<file path="config.mk">
export PLATFORM = sky130hd
export DESIGN_NAME = coin_acceptor
export DESIGN_NICKNAME = d
export VERILOG_FILES = /design/src/rtl/coin_pkg.sv /design/src/rtl/coin_debounce.sv /design/src/rtl/coin_acceptor.sv
export SDC_FILE = /design/constraint.sdc
export NUM_CORES = 1
export LEC_CHECK = 0
export ABC_CLOCK_PERIOD_IN_PS = 2500
export CAP_MARGIN = 30
export CORE_AREA = 10 10 80 82
export CTS_BUF_LIST = sky130_fd_sc_hd__clkbuf_8
export DETAILED_ROUTE_END_ITERATION = 7
export DIE_AREA = 0 0 90 92
export PLACE_DENSITY = 0.71
export SYNTH_ARGS = -nofsm -noshare
export SYNTH_HDL_FRONTEND = slang
export SYNTH_SLANG_ARGS = --single-unit
</file>
<file path="constraint.sdc">
create_clock -name clk -period 2.5 [get_ports clk]
set_input_delay 0.5 -clock clk [delete_from_list [all_inputs] [get_ports clk]]
set_output_delay 0.5 -clock clk [all_outputs]
set_load 0.02 [all_outputs]
</file>
<file path="src/rtl/coin_pkg.sv">
// Shared coin encoding used by the coin acceptor and the vending-machine FSM.
package coin_pkg;

   typedef logic [1:0] coin_t;

   localparam coin_t COIN_NONE = 2'b00;
   localparam coin_t COIN_5    = 2'b01;
   localparam coin_t COIN_10   = 2'b10;

   // A simultaneous press never gets pushed, so the 10 Rs priority here is moot.
   function automatic coin_t ev_code(input logic ev5, input logic ev10);
      coin_t code;
      code = COIN_NONE;
      if (ev10)
         code = COIN_10;
      else if (ev5)
         code = COIN_5;
      return code;
   endfunction

endpackage

</file>
<file path="src/rtl/coin_debounce.sv">
// One button path: 2-flop synchronizer, stability counter and rising-edge event.
module coin_debounce #(
   parameter int DEBOUNCE_CYCLES = 1_000_000
) (
   input  logic clk,
   input  logic rst,
   input  logic btn,
   output logic ev
);

   localparam int CW = (DEBOUNCE_CYCLES > 1) ? $clog2(DEBOUNCE_CYCLES + 1) : 1;
   localparam logic [CW-1:0] TC = CW'(DEBOUNCE_CYCLES - 1);

   logic [1:0]    sync_q;
   logic          lvl_q;
   logic          lvl_d1_q;
   logic [CW-1:0] cnt_q;

   // A 1-bit level that differs from the debounced level for TC+1 edges in a
   // row has not changed in that window, so matching the level resets the count.
   always_ff @(posedge clk) begin
      if (!rst) begin
         sync_q   <= 2'b00;
         lvl_q    <= 1'b0;
         lvl_d1_q <= 1'b0;
         cnt_q    <= '0;
      end else begin
         sync_q   <= {sync_q[0], btn};
         lvl_d1_q <= lvl_q;
         if (sync_q[1] == lvl_q) begin
            cnt_q <= '0;
         end else if (cnt_q == TC) begin
            lvl_q <= sync_q[1];
            cnt_q <= '0;
         end else begin
            cnt_q <= cnt_q + CW'(1);
         end
      end
   end

   assign ev = lvl_q & ~lvl_d1_q;

endmodule

</file>
<file path="src/rtl/coin_acceptor.sv">
// Coin front end: debounced buttons -> event buffer -> one coin code per tick.
// COIN_ACCEPTOR_FIFO_EN selects a FIFO_DEPTH-entry FIFO; otherwise a single holding register.
module coin_acceptor
   import coin_pkg::*;
#(
   parameter int DEBOUNCE_CYCLES = 1_000_000,
   parameter int FIFO_DEPTH      = 4
) (
   input  logic                          clk,
   input  logic                          rst,
   input  logic                          btn_5,
   input  logic                          btn_10,
   input  logic                          tick,
   output logic [1:0]                    coin,
   output logic [$clog2(FIFO_DEPTH):0]   count,
   output logic                          overflow,
   output logic                          dual_err
);

   localparam int CNTW = $clog2(FIFO_DEPTH) + 1;

   logic  ev5;
   logic  ev10;
   logic  push_req;
   logic  push_ok;
   logic  pop;
   logic  full;
   logic  empty;
   coin_t push_code;
   coin_t head;

   coin_debounce #(.DEBOUNCE_CYCLES(DEBOUNCE_CYCLES)) u_deb_5 (
      .clk (clk),
      .rst (rst),
      .btn (btn_5),
      .ev  (ev5)
   );

   coin_debounce #(.DEBOUNCE_CYCLES(DEBOUNCE_CYCLES)) u_deb_10 (
      .clk (clk),
      .rst (rst),
      .btn (btn_10),
      .ev  (ev10)
   );

   assign push_req  = ev5 ^ ev10;
   assign push_code = ev_code(ev5, ev10);
   assign empty     = (count == '0);
   assign pop       = tick & ~empty;
   // A pop in the same cycle frees the slot, so a full buffer still accepts.
   assign push_ok   = push_req & (~full | pop);

`ifdef COIN_ACCEPTOR_FIFO_EN
   localparam int AW = (FIFO_DEPTH > 1) ? $clog2(FIFO_DEPTH) : 1;

   coin_t          mem [FIFO_DEPTH];
   logic [AW-1:0]  wr_ptr_q;
   logic [AW-1:0]  rd_ptr_q;

   assign full = (count == CNTW'(FIFO_DEPTH));
   assign head = mem[rd_ptr_q];

   always_ff @(posedge clk) begin
      if (!rst) begin
         wr_ptr_q <= '0;
         rd_ptr_q <= '0;
      end else begin
         if (push_ok)
            wr_ptr_q <= wr_ptr_q + AW'(1);
         if (pop)
            rd_ptr_q <= rd_ptr_q + AW'(1);
      end
   end

   always_ff @(posedge clk) begin
      if (push_ok)
         mem[wr_ptr_q] <= push_code;
   end
`else
   coin_t hold_q;

   assign full = count[0];
   assign head = hold_q;

   always_ff @(posedge clk) begin
      if (!rst)
         hold_q <= COIN_NONE;
      else if (push_ok)
         hold_q <= push_code;
   end
`endif

   always_ff @(posedge clk) begin
      if (!rst) begin
         coin     <= COIN_NONE;
         count    <= '0;
         overflow <= 1'b0;
         dual_err <= 1'b0;
      end else begin
         dual_err <= ev5 & ev10;
         if (push_req & ~push_ok)
            overflow <= 1'b1;
         if (push_ok & ~pop)
            count <= count + CNTW'(1);
         else if (pop & ~push_ok)
            count <= count - CNTW'(1);
         if (tick)
            coin <= empty ? COIN_NONE : head;
      end
   end

endmodule
</file>
==> results.cfg <==
[run_status]
status = complete, no violations

[timing]
finalHoldViolCount = 0
slew-limit-headroom_pct = 78.1
maxSlewViolCount = 0
whs_ns = 0.433
period_minus_slack_ns = 2.24
tightest_slew_ns = 0.324
rsz0062_at_grt = false
fmax_ghz = 0.447
fin_ws_ns = 0.264
tns_ns = 0
finalCritPeriodShare_pct = 89.4
fin_skew_ns = 0.0105
finalSetupViolations = 0

[final_layout]
final_common_cell = dfxtp_1
antenna_cells = 0
syn2layout_area_growth_pct = 15.8
layout.nets = 315
final_cell_mix = dfxtp_1 (57), nor2_1 (32), xnor2_1 (18)
drive_gt1_share_pct = 9.06
fillCellCount = 436
fin_area_um2 = 2960
final_util_pct = 60.2

[floorplan]
die_w_um = 90
dieArea_um2 = 8280
die_h_um = 92
num_rows = 26
initial_utilization_pct = 52.0
core_um2 = 4910
io_pins = 12

[power]
p_leak_nw = 0.984
switching_share_pct = 22.7
internal_power_w = 0.00147
combPwrFrac_pct = 8.1
power_density_nw_per_um2 = 642
power.switching_w = 0.000431
seqPwrFrac_pct = 49.9
pwr-share-clk_pct = 42.0
irDropWorstVdd_mv = 0.463

[route]
dr_total_vias = 2023
final_antenna_net_count = 0
dr.pass1.iters = 5
wl_um = 4440
drt-vias-per-instance = 5.34
drt_iter0_drc = 95
avgRoutedWirePerCell_um = 11.7
drc_errors = 0

[global_route]
track_usage_pct = 11.7
grtUsageMet3_pct = 4.24
grt-busiest-layer = met2
met2_usage_pct = 18.9
grt_overflow_total = 0
grt_pass1_vias = 1882
globalRouteMet1Util_pct = 13.1
grt_max_degree = 20
antenna_found_initial = 0
grt_pass1_wl_um = 8040

[clock_tree]
clock_latency_ns = 0.33
ctsResizeCount = 0
cts-buffers-inserted = 9
cts_max_path_buffers = 2
cts.htree.levels = 3
hold_buffers = 0
path_clk_slew_ns = 0.06
cts_setup_buffers = 0
clock-sinks = 57
cts_tree = built
clockRootBuffer = clkbuf_8

[setup_path]
r2r_end = count[2]
critical_path.startpoint = u_deb_5.lvl_q
cp.arrival_ns = 2.49
crit_fanout = 4
crit_type = flop to flop
required_ns = 2.76
reg2regPathDepth = 9
reg2reg_from = u_deb_5.lvl_q
r2r_slack_ns = 0.26
crit_path_end = count[2]
worst_setup_path_start_kind = flop
cp-end-kind = flop

[placed_design]
numPortBuffers = 11
dp_hpwl_um = 3160
gp_congestion = 0.830
pre_cts_slack_ns = 0.0206
dpl_cell_area_um2 = 2770

[synthesis]
synth_edf_count = 0
yosys_warnings = 0
syn_area_per_cell_um2 = 9.00
ys.flop_type = dfxtp_1
syn_area_um2 = 2550
synth.distinct_cells = 36
ys_ff_latch = 57
async_flop_share_pct = 0
syn-num-nets = 295
postSynthCellCount = 284
yosysSeqAreaShare_pct = 44.7

[flow_run]
cap_viol_max_count = 0

[worst_hold_path]
hp-class = flop to flop
## per-stage QoR
step                total power, W  std cells
global placement           0.00112        363
detailed placement         0.00113        363
floorplan                  0.00107        284
finish                     0.00190        379
global route               0.00199        379
CTS                        0.00193        379
## power by group through the flow
stage	sequential [W]	clock [W]	combinational, W
after global routing	0.000952	0.000869	0.000169
final	0.000948	0.000798	0.000154
after floorplan	0.000981	0	0.0000908
after CTS	0.000948	0.000825	0.000157
after global placement	0.000969	0	0.000153
after detailed placement	0.000969	0	0.000157
## cell usage after synthesis (4+ instances only)
library cell | instances | area (um^2)
xor2_1 | 11 | 96.3
or4_1 | 4 | 30.0
nor3_1 | 8 | 40.0
inv_1 | 13 | 48.8
mux2i_1 | 4 | 40.0
xnor2_1 | 18 | 158
a21oi_1 | 13 | 65.1
nor4_1 | 8 | 50.1
or3_1 | 9 | 56.3
and2_1 | 10 | 62.6
nor2b_1 | 6 | 37.5
nor2_1 | 32 | 120
nand2_1 | 15 | 56.3
and3_1 | 4 | 25.0
nand4_1 | 8 | 50.1
dfxtp_1 | 57 | 1140
o31ai_1 | 4 | 30.0
nand3_1 | 16 | 80.1
clkbuf_1 | 7 | 26.3
ha_1 | 6 | 75.1
o21ai_0 | 10 | 50.1
## how the worst min path moves through the flow
stage | slack (ns) | cells past startpoint | to | startpoint
finish | 0.43 | 1 | u_deb_5.sync_q[1] | u_deb_5.sync_q[0]
global route | 0.46 | 1 | u_deb_5.sync_q[1] | u_deb_5.sync_q[0]
CTS | 0.44 | 1 | u_deb_5.sync_q[1] | u_deb_5.sync_q[0]
detailed placement | 0.42 | 1 | u_deb_5.sync_q[1] | u_deb_5.sync_q[0]
global placement | 0.42 | 1 | u_deb_5.sync_q[1] | u_deb_5.sync_q[0]
floorplan | 0.41 | 1 | u_deb_10.sync_q[1] | u_deb_10.sync_q[0]
## metal layers
layer  share of wire [%]  wire length, um
met1                  46             2030
met2                  48             2140
met3                 4.1              184
met4                 2.0               87
met5                   0                0
## state kept, by name (all words and copies together) (netlist names), 2 cells and up
register and count:
coin 2, count 3, head 2, u_deb_10.cnt_q 20, u_deb_10.sync_q 2, u_deb_5.cnt_q 20
u_deb_5.sync_q 2
## worst max-delay path, cell delays in order (launching register included)
cell and delay, ns:
dfxtp_1 0.37, nor2b_1 0.20, ha_1 0.27, a21oi_1 0.19
ha_1 0.21, inv_1 0.05, ha_1 0.17, or3_1 0.34
a21oi_1 0.19, mux2i_1 0.19
## cell type report
class	count	area, um^2	share of cell area [%]
sequential	57	1140	38.6
tap	70	87.6	2.96
inverter	13	48.8	1.65
clock buffer	13	179	6.05
clock inverter	3	15.0	0.507
multi-input combinational	206	1330	45.0
timing repair buffer	17	155	5.24
## cell families after synthesis
| logic type | share of synthesized area (%) |
|---|---|
| simple gates | 29.5 |
| flops | 44.7 |
| compound gates | 8.03 |
| xor+xnor | 9.94 |
| buf+inv | 3.38 |
| fa+ha+maj | 2.94 |
| mux | 1.57 |
No activity file was read; power rests on OpenSTA's default activity.
